[src/rtl/icache_stream_prefetcher_pkg.sv]
// Shared widths, FSM encodings and stream-buffer entry layout for the
// icache next-line prefetcher.
package icache_pf_pkg;

   localparam int unsigned LINE_W   = 256;
   localparam int unsigned OFFSET_W = 5;
   localparam int unsigned TAG_W    = 27;
   localparam int unsigned ADDR_W   = 32;

   localparam logic [1:0] D_IDLE_ENC = 2'b00;
   localparam logic [1:0] D_HIT_ENC  = 2'b01;
   localparam logic [1:0] D_MISS_ENC = 2'b10;
   localparam logic [0:0] P_IDLE_ENC = 1'b0;
   localparam logic [0:0] P_WAIT_ENC = 1'b1;

   typedef enum logic [1:0] {
      D_IDLE = D_IDLE_ENC,
      D_HIT  = D_HIT_ENC,
      D_MISS = D_MISS_ENC
   } demand_state_t;

   typedef enum logic [0:0] {
      P_IDLE = P_IDLE_ENC,
      P_WAIT = P_WAIT_ENC
   } pf_state_t;

   typedef struct packed {
      logic              valid;
      logic [TAG_W-1:0]  tag;
      logic [LINE_W-1:0] data;
   } pf_entry_t;

   function automatic logic [TAG_W-1:0] line_tag(input logic [ADDR_W-1:0] addr);
      return addr[ADDR_W-1:OFFSET_W];
   endfunction

endpackage

[src/rtl/icache_stream_prefetcher_if.sv]
// Line-read request/response bus; master issues read/address, slave returns
// a one-cycle resp with the line data.
interface icache_stream_prefetcher_if;
   import icache_pf_pkg::*;

   logic              read;
   logic [ADDR_W-1:0] address;
   logic              resp;
   logic [LINE_W-1:0] rdata;

   modport master (output read, output address, input resp, input rdata);
   modport slave  (input read, input address, output resp, output rdata);

endinterface

[src/rtl/icache_stream_prefetcher_buf.sv]
// DEPTH-entry FIFO of prefetched lines; only the head is exposed for lookup.
module pf_stream_buffer
   import icache_pf_pkg::*;
#(
   parameter int unsigned DEPTH = 2
) (
   input  logic                           clk,
   input  logic                           rst,
   input  logic                           push,
   input  logic                           pop,
   input  logic                           flush,
   input  logic [TAG_W-1:0]               push_tag,
   input  logic [LINE_W-1:0]              push_data,
   output logic                           head_valid,
   output logic [TAG_W-1:0]               head_tag,
   output logic [LINE_W-1:0]              head_data,
   output logic [$clog2(DEPTH+1)-1:0]     count,
   output logic                           full
);

   localparam int unsigned PTR_W = (DEPTH > 1) ? $clog2(DEPTH) : 1;
   localparam int unsigned CNT_W = $clog2(DEPTH + 1);

   pf_entry_t        entries [DEPTH];
   logic [PTR_W-1:0] head;
   logic [PTR_W-1:0] tail;

   function automatic logic [PTR_W-1:0] next_ptr(input logic [PTR_W-1:0] p);
      return (p == PTR_W'(DEPTH - 1)) ? '0 : p + 1'b1;
   endfunction

   always_comb begin
      head_valid = entries[head].valid;
      head_tag   = entries[head].tag;
      head_data  = entries[head].data;
      full       = (count == CNT_W'(DEPTH));
   end

   always_ff @(posedge clk) begin
      if (rst || flush) begin
         head  <= '0;
         tail  <= '0;
         count <= '0;
         for (int unsigned i = 0; i < DEPTH; i++) begin
            entries[i].valid <= 1'b0;
         end
      end else begin
         if (push) begin
            entries[tail] <= '{valid: 1'b1, tag: push_tag, data: push_data};
            tail          <= next_ptr(tail);
         end
         if (pop) begin
            entries[head].valid <= 1'b0;
            head                <= next_ptr(head);
         end
         case ({push, pop})
            2'b10:   count <= count + 1'b1;
            2'b01:   count <= count - 1'b1;
            default: count <= count;
         endcase
      end
   end

endmodule

[src/rtl/icache_stream_prefetcher.sv]
// Next-line icache prefetcher: serves demand hits from the stream-buffer head,
// forwards misses to the arbiter and refills the buffer with following lines.
module icache_stream_prefetcher
   import icache_pf_pkg::*;
#(
   parameter int unsigned DEPTH     = 2,
   parameter int unsigned PF_ENABLE = 1
) (
   input  logic                        clk,
   input  logic                        rst,
   icache_stream_prefetcher_if.slave   pf_icache,
   icache_stream_prefetcher_if.master  arb_icache,
   icache_stream_prefetcher_if.master  arb_pf
);

   localparam int unsigned CNT_W = $clog2(DEPTH + 1);

   demand_state_t     d_state;
   pf_state_t         p_state;
   logic              stream_active;
   logic [TAG_W-1:0]  next_pf_line;

   logic              head_valid;
   logic [TAG_W-1:0]  head_tag;
   logic [LINE_W-1:0] head_data;
   logic [CNT_W-1:0]  buf_count;
   logic              buf_full_unused;

   logic [TAG_W-1:0]  req_tag;
   logic              lookup;
   logic              hit;
   logic              flush;
   logic              push;
   logic              pop;
   logic              issue;

   always_comb begin
      req_tag = line_tag(pf_icache.address);
      // A pending prefetch may be filling the line being asked for, so the
      // lookup is held off until its data has landed in the buffer.
      lookup  = pf_icache.read && (d_state == D_IDLE) && (p_state != P_WAIT);
      hit     = head_valid && (head_tag == req_tag);
      flush   = lookup && !hit;
      pop     = (d_state == D_HIT);
      push    = (p_state == P_WAIT) && arb_pf.resp;
      issue   = (p_state == P_IDLE) && stream_active && (buf_count < CNT_W'(DEPTH))
                && (d_state == D_IDLE) && !pf_icache.read;
   end

   always_comb begin
      pf_icache.resp     = 1'b0;
      pf_icache.rdata    = '0;
      arb_icache.read    = 1'b0;
      arb_icache.address = '0;
      arb_pf.read        = 1'b0;
      arb_pf.address     = '0;
      case (d_state)
         D_HIT: begin
            pf_icache.resp  = 1'b1;
            pf_icache.rdata = head_data;
         end
         D_MISS: begin
            arb_icache.read    = 1'b1;
            arb_icache.address = pf_icache.address;
            pf_icache.resp     = arb_icache.resp;
            pf_icache.rdata    = arb_icache.resp ? arb_icache.rdata : '0;
         end
         default: ;
      endcase
      if (p_state == P_WAIT) begin
         arb_pf.read    = 1'b1;
         arb_pf.address = {next_pf_line, {OFFSET_W{1'b0}}};
      end
   end

   always_ff @(posedge clk) begin
      if (rst) begin
         d_state       <= D_IDLE;
         p_state       <= P_IDLE;
         stream_active <= 1'b0;
         next_pf_line  <= '0;
      end else begin
         case (d_state)
            D_IDLE: begin
               if (lookup) begin
                  d_state <= hit ? D_HIT : D_MISS;
                  if (!hit) begin
                     stream_active <= 1'b0;
                  end
               end
            end
            D_HIT: d_state <= D_IDLE;
            D_MISS: begin
               if (arb_icache.resp) begin
                  d_state       <= D_IDLE;
                  next_pf_line  <= req_tag + 1'b1;
                  stream_active <= (PF_ENABLE != 0) && (req_tag != '1);
               end
            end
            default: d_state <= D_IDLE;
         endcase

         case (p_state)
            P_IDLE: begin
               if (issue) begin
                  p_state <= P_WAIT;
               end
            end
            P_WAIT: begin
               if (arb_pf.resp) begin
                  p_state      <= P_IDLE;
                  next_pf_line <= next_pf_line + 1'b1;
                  if (next_pf_line == '1) begin
                     stream_active <= 1'b0;
                  end
               end
            end
            default: p_state <= P_IDLE;
         endcase
      end
   end

   pf_stream_buffer #(.DEPTH(DEPTH)) u_buf (
      .clk        (clk),
      .rst        (rst),
      .push       (push),
      .pop        (pop),
      .flush      (flush),
      .push_tag   (next_pf_line),
      .push_data  (arb_pf.rdata),
      .head_valid (head_valid),
      .head_tag   (head_tag),
      .head_data  (head_data),
      .count      (buf_count),
      .full       (buf_full_unused)
   );

endmodule

[src/flat_wrapper.sv]
// flat-port wrapper written by rule: the top's interface ports become plain ports
module icache_stream_prefetcher_flat import icache_pf_pkg::*;
#(
   parameter int unsigned DEPTH     = 2,
   parameter int unsigned PF_ENABLE = 1
)
  (clk, rst, pf_icache_read, pf_icache_address, pf_icache_resp, pf_icache_rdata, arb_icache_read, arb_icache_address, arb_icache_resp, arb_icache_rdata, arb_pf_read, arb_pf_address, arb_pf_resp, arb_pf_rdata);
  icache_stream_prefetcher_if pf_icache_i ();
  icache_stream_prefetcher_if arb_icache_i ();
  icache_stream_prefetcher_if arb_pf_i ();
  input  logic clk;
  input  logic rst;
  input wire logic [$bits(pf_icache_i.read)-1:0] pf_icache_read;
  input wire logic [$bits(pf_icache_i.address)-1:0] pf_icache_address;
  output wire logic [$bits(pf_icache_i.resp)-1:0] pf_icache_resp;
  output wire logic [$bits(pf_icache_i.rdata)-1:0] pf_icache_rdata;
  output wire logic [$bits(arb_icache_i.read)-1:0] arb_icache_read;
  output wire logic [$bits(arb_icache_i.address)-1:0] arb_icache_address;
  input wire logic [$bits(arb_icache_i.resp)-1:0] arb_icache_resp;
  input wire logic [$bits(arb_icache_i.rdata)-1:0] arb_icache_rdata;
  output wire logic [$bits(arb_pf_i.read)-1:0] arb_pf_read;
  output wire logic [$bits(arb_pf_i.address)-1:0] arb_pf_address;
  input wire logic [$bits(arb_pf_i.resp)-1:0] arb_pf_resp;
  input wire logic [$bits(arb_pf_i.rdata)-1:0] arb_pf_rdata;
  assign pf_icache_i.read = pf_icache_read;
  assign pf_icache_i.address = pf_icache_address;
  assign pf_icache_resp = pf_icache_i.resp;
  assign pf_icache_rdata = pf_icache_i.rdata;
  assign arb_icache_read = arb_icache_i.read;
  assign arb_icache_address = arb_icache_i.address;
  assign arb_icache_i.resp = arb_icache_resp;
  assign arb_icache_i.rdata = arb_icache_rdata;
  assign arb_pf_read = arb_pf_i.read;
  assign arb_pf_address = arb_pf_i.address;
  assign arb_pf_i.resp = arb_pf_resp;
  assign arb_pf_i.rdata = arb_pf_rdata;
  icache_stream_prefetcher #(.DEPTH(DEPTH), .PF_ENABLE(PF_ENABLE)) u_core (.clk(clk), .rst(rst), .pf_icache(pf_icache_i), .arb_icache(arb_icache_i), .arb_pf(arb_pf_i));
endmodule
[config.mk]
export PLATFORM = sky130hd
export DESIGN_NAME = icache_stream_prefetcher_flat
export DESIGN_NICKNAME = d
export VERILOG_FILES = /design/src/rtl/icache_stream_prefetcher_pkg.sv /design/src/rtl/icache_stream_prefetcher_if.sv /design/src/rtl/icache_stream_prefetcher_buf.sv /design/src/rtl/icache_stream_prefetcher.sv /design/src/flat_wrapper.sv
export SDC_FILE = /design/constraint.sdc
export NUM_CORES = 1
export LEC_CHECK = 0
export CORE_AREA = 2 2 343 345
export CTS_BUF_LIST = sky130_fd_sc_hd__clkbuf_4
export DETAILED_ROUTE_END_ITERATION = 8
export DIE_AREA = 0 0 345 347
export DONT_BUFFER_PORTS = 1
export GPL_TIMING_DRIVEN = 0
export PLACE_DENSITY_LB_ADDON = 0.05
export SLEW_MARGIN = 40
export SYNTH_ARGS = -nofsm -noshare
export SYNTH_HDL_FRONTEND = slang
export SYNTH_SLANG_ARGS = --single-unit
[constraint.sdc]
create_clock -name clk -period 36.9 [get_ports clk]
set_input_delay 5.535 -clock clk [delete_from_list [all_inputs] [get_ports clk]]
set_output_delay 5.535 -clock clk [all_outputs]
set_load 0.03 [all_outputs]
==> results.yml <==
worst_hold_path:
  hp-class: "reg2reg"
layout:
  final_cell_mix: "edfxtp_1, nor2_1, mux2i_1, a21oi_1, clkbuf_4"
  layout_commonest_cell: "edfxtp_1"
  nFillCells: 12100
  finalInstanceArea_sq_um: 32600
  syn2layout_area_growth_pct: 18.3
  drive_gt1_share_pct: 16.6
  final_nets: 2996
  final_cells: 4100
clocking:
  cts.sinks: 604
  clkTransAtPathRegs_ns: 0.06
  cts_resized: 0
  htreeDepth: 4
  cts_buffers: 179
  cts_tree: "built"
  clockRootBuffer: "clkbuf_4"
  postCtsSetupRepairBufs: 0
  cts_buffer_depth: 3
  ctsHoldBuffers: 0
  clock_latency_ns: 1.01
timing:
  final-max-slew-violation-count: 0
  fin_crit_ns: 13.54
  worst_pin_slew_ns: 0.825
  period_share_pct: 36.7
  finClkSkew_ns: 0.0477
  rsz0062_at_grt: "no"
  fmax_mhz: 73.8
  fin_ws_ns: 23.36
  setup_viol: 0
  finalHoldViolCount: 0
  max_slew_margin_pct: 44.9
power:
  switching_share_pct: 24.4
  intPower_mw: 1.11
  ir_worst_vdd_uv: 20.2
  power.switching_uw: 359
  seq_power_share_pct: 51.4
  comb_power_share_pct: 5.4
  clkPwrFrac_pct: 43.2
  p_leak_nw: 9.73
  power_density_nw_per_um2: 45.3
  totalPowerFinal_mw: 1.47
die:
  die_area_sq_um: 120000
  coreArea_sq_um: 116000
  dieHeight_um: 347
  die_w_um: 345
  initial_utilization_pct: 23.8
  ioPinCount: 872
  rows: 125
critical_path:
  crit_slowest_cell: "nor2b_2"
  worstReg2RegStart: "u_core.p_state"
  path_delay_family: "buffers and inverters"
  path_class: "in2out"
  cp_common_cell: "clkbuf_2"
  max_stage_delay_ns: 0.63
  path_depth: 6
  arrival_ns: 8.01
  worst_setup_path_start_kind: "primary input"
  cp_num_buf_inv: 3
  worstPathMaxFanout: 10
  setup.worst_path.start: "arb_icache_resp"
  r2r_end: "u_core.u_buf.entries[0][179]"
  crit_chain: "and2_1 > clkbuf_2 > clkbuf_2 > buf_1 > a21oi_1 > nor2b_2"
  crit_path_end_kind: "output port"
  endpoint: "pf_icache_rdata[86]"
  r2r_setup_slack_ns: 31.88
  worstPathRequired_ns: 31.36
  reg2reg_depth: 17
yosys:
  yosys.area.top_type: "edfxtp_1"
  synth_area_leaders: "edfxtp_1, mux2i_1, nor2b_1, a21oi_1, nor2_1"
  syn-instance-count: 2181
  synth_seq_cells: 604
  ys_warn_count: 0
  async_flop_share_pct: 0
  seq_area_frac_synth_pct: 64.5
  avgSynthCellArea_sq_um: 12.6
  netlist_area_sq_um: 27500
  synth_top_flop_cell: "edfxtp_1"
  yosysTopAreaCellShare_pct: 61.8
  synth_edf_count: 566
  synth_cell_type_count: 56
placed_design:
  placed_area_sq_um: 30300
  place.gp.congestion: 0.815
  port_buffers: 0
  dp.cells: 3784
  place_ws_ns: 23.12
  dp_hpwl_um: 83400
drt:
  drt-pass1-iter-count: 5
  drcViolationCount: 0
  drt-total-wl_um: 107000
  drtIter0Drc: 970
  via_per_inst: 4.52
  final_antenna_net_count: 0
  num_vias: 18500
  routedWlPerCell_um: 26.2
global_route:
  grt_pass1_vias: 19400
  overflow: 0
  antenna_found_initial: 28
  grt_usage_pct: 17.4
  grt_pass1_wl_um: 148000
  grt_max_degree: 18
run_status:
  status: "completed"
job:
  max_cap_viol_count: 0
==> metal layers <==
metal  share of wire [%]  vias to the layer above  track usage, %
li1                    -                     8518               -
met1                  37                     8983            18.3
met2                  51                      804            30.8
met3                 9.7                      188            7.97
met4                 2.2                       38            5.51
met5                0.25                        -               0
==> kinds of logic after synthesis <==
group,count (synthesis),share of synthesized area [%]
AND/OR/NAND/NOR,741,13.9
flip-flops,604,64.5
AO/OA/AOI/OAI,334,6.68
multiplexers,282,10.3
buffers and inverters,155,2.46
XOR/XNOR,58,1.85
adder cells (fa/ha/maj),6,0.273
other,1,0.0136
==> sequential cells by signal (all words and copies together) (netlist names), named ones only <==
name and count:
u_core.u_buf.entries 568, u_core.next_pf_line 27, u_core.d_state 2, u_core.u_buf.count 2, u_core.p_state 1, u_core.stream_active 1
u_core.u_buf.head 1, u_core.u_buf.tail 1
==> Yosys cell counts (22+ instances only) <==
cell type / n
nor2b_1: 259
and2_1: 64
xor2_1: 25
nor2_1: 284
dfxtp_1: 38
nand2_1: 42
xnor2_1: 33
edfxtp_1: 566
mux2i_1: 282
buf_1: 22
a21oi_1: 272
clkbuf_1: 87
buf_2: 29
==> worst register-to-register path, cell delays in order, from the launching register on <==
cell and delay, ns:
dfxtp_1 0.62, and2_1 0.23, buf_2 0.22, inv_1 0.10, clkbuf_1 0.26, buf_1 0.39, nor3_2 0.47, buf_2 0.29
buf_2 0.24, buf_2 0.24, buf_2 0.23, buf_2 0.26, buf_4 0.21, buf_4 0.18, buf_2 0.22, buf_4 0.19
buf_2 0.20, buf_4 0.20
==> worst min path at each step <==
stage                           start  slack (ns)           endpoint  cells after the start
finish              u_core.d_state[1]        0.50  u_core.d_state[1]                      2
global route        u_core.d_state[1]        0.52  u_core.d_state[1]                      2
CTS                 u_core.d_state[1]        0.50  u_core.d_state[1]                      2
detailed placement  u_core.d_state[1]        0.49  u_core.d_state[1]                      2
global placement    u_core.d_state[1]        0.47  u_core.d_state[1]                      2
floorplan           u_core.d_state[1]        0.45  u_core.d_state[1]                      2
==> stage by stage <==
step | util (%) | hold WS (ns) | setup TNS [ns]
global route | 28.1 | 0.523 | 0
CTS | 28.1 | 0.501 | 0
floorplan | - | 0.446 | 0
global placement | 25.4 | 0.475 | -1763.65
finish | 28.1 | 0.495 | 0
detailed placement | 26.2 | 0.487 | 0
==> area by class of cell <==
| class | instances | area [sq um] | area share, % |
|---|---|---|---|
| buffer | 147 | 668 | 2.05 |
| timing repair buffer | 75 | 815 | 2.50 |
| sequential | 604 | 17800 | 54.6 |
| multi-input combinational | 1426 | 9140 | 28.1 |
| clock inverter | 45 | 243 | 0.746 |
| clock buffer | 263 | 1970 | 6.07 |
| antenna | 8 | 20.0 | 0.0615 |
| inverter | 8 | 30.0 | 0.0923 |
| tap | 1524 | 1910 | 5.86 |
==> power groups by stage <==
stage                     sequential [mW]  combinational [mW]  clock, mW
after floorplan                     0.772              0.0565          0
final                               0.758              0.0795      0.636
after global placement              0.775              0.0798          0
after global routing                0.758              0.0862      0.701
after CTS                           0.758              0.0817      0.666
after detailed placement            0.772              0.0815          0
Note: power is estimated with default switching activity, not from simulation.
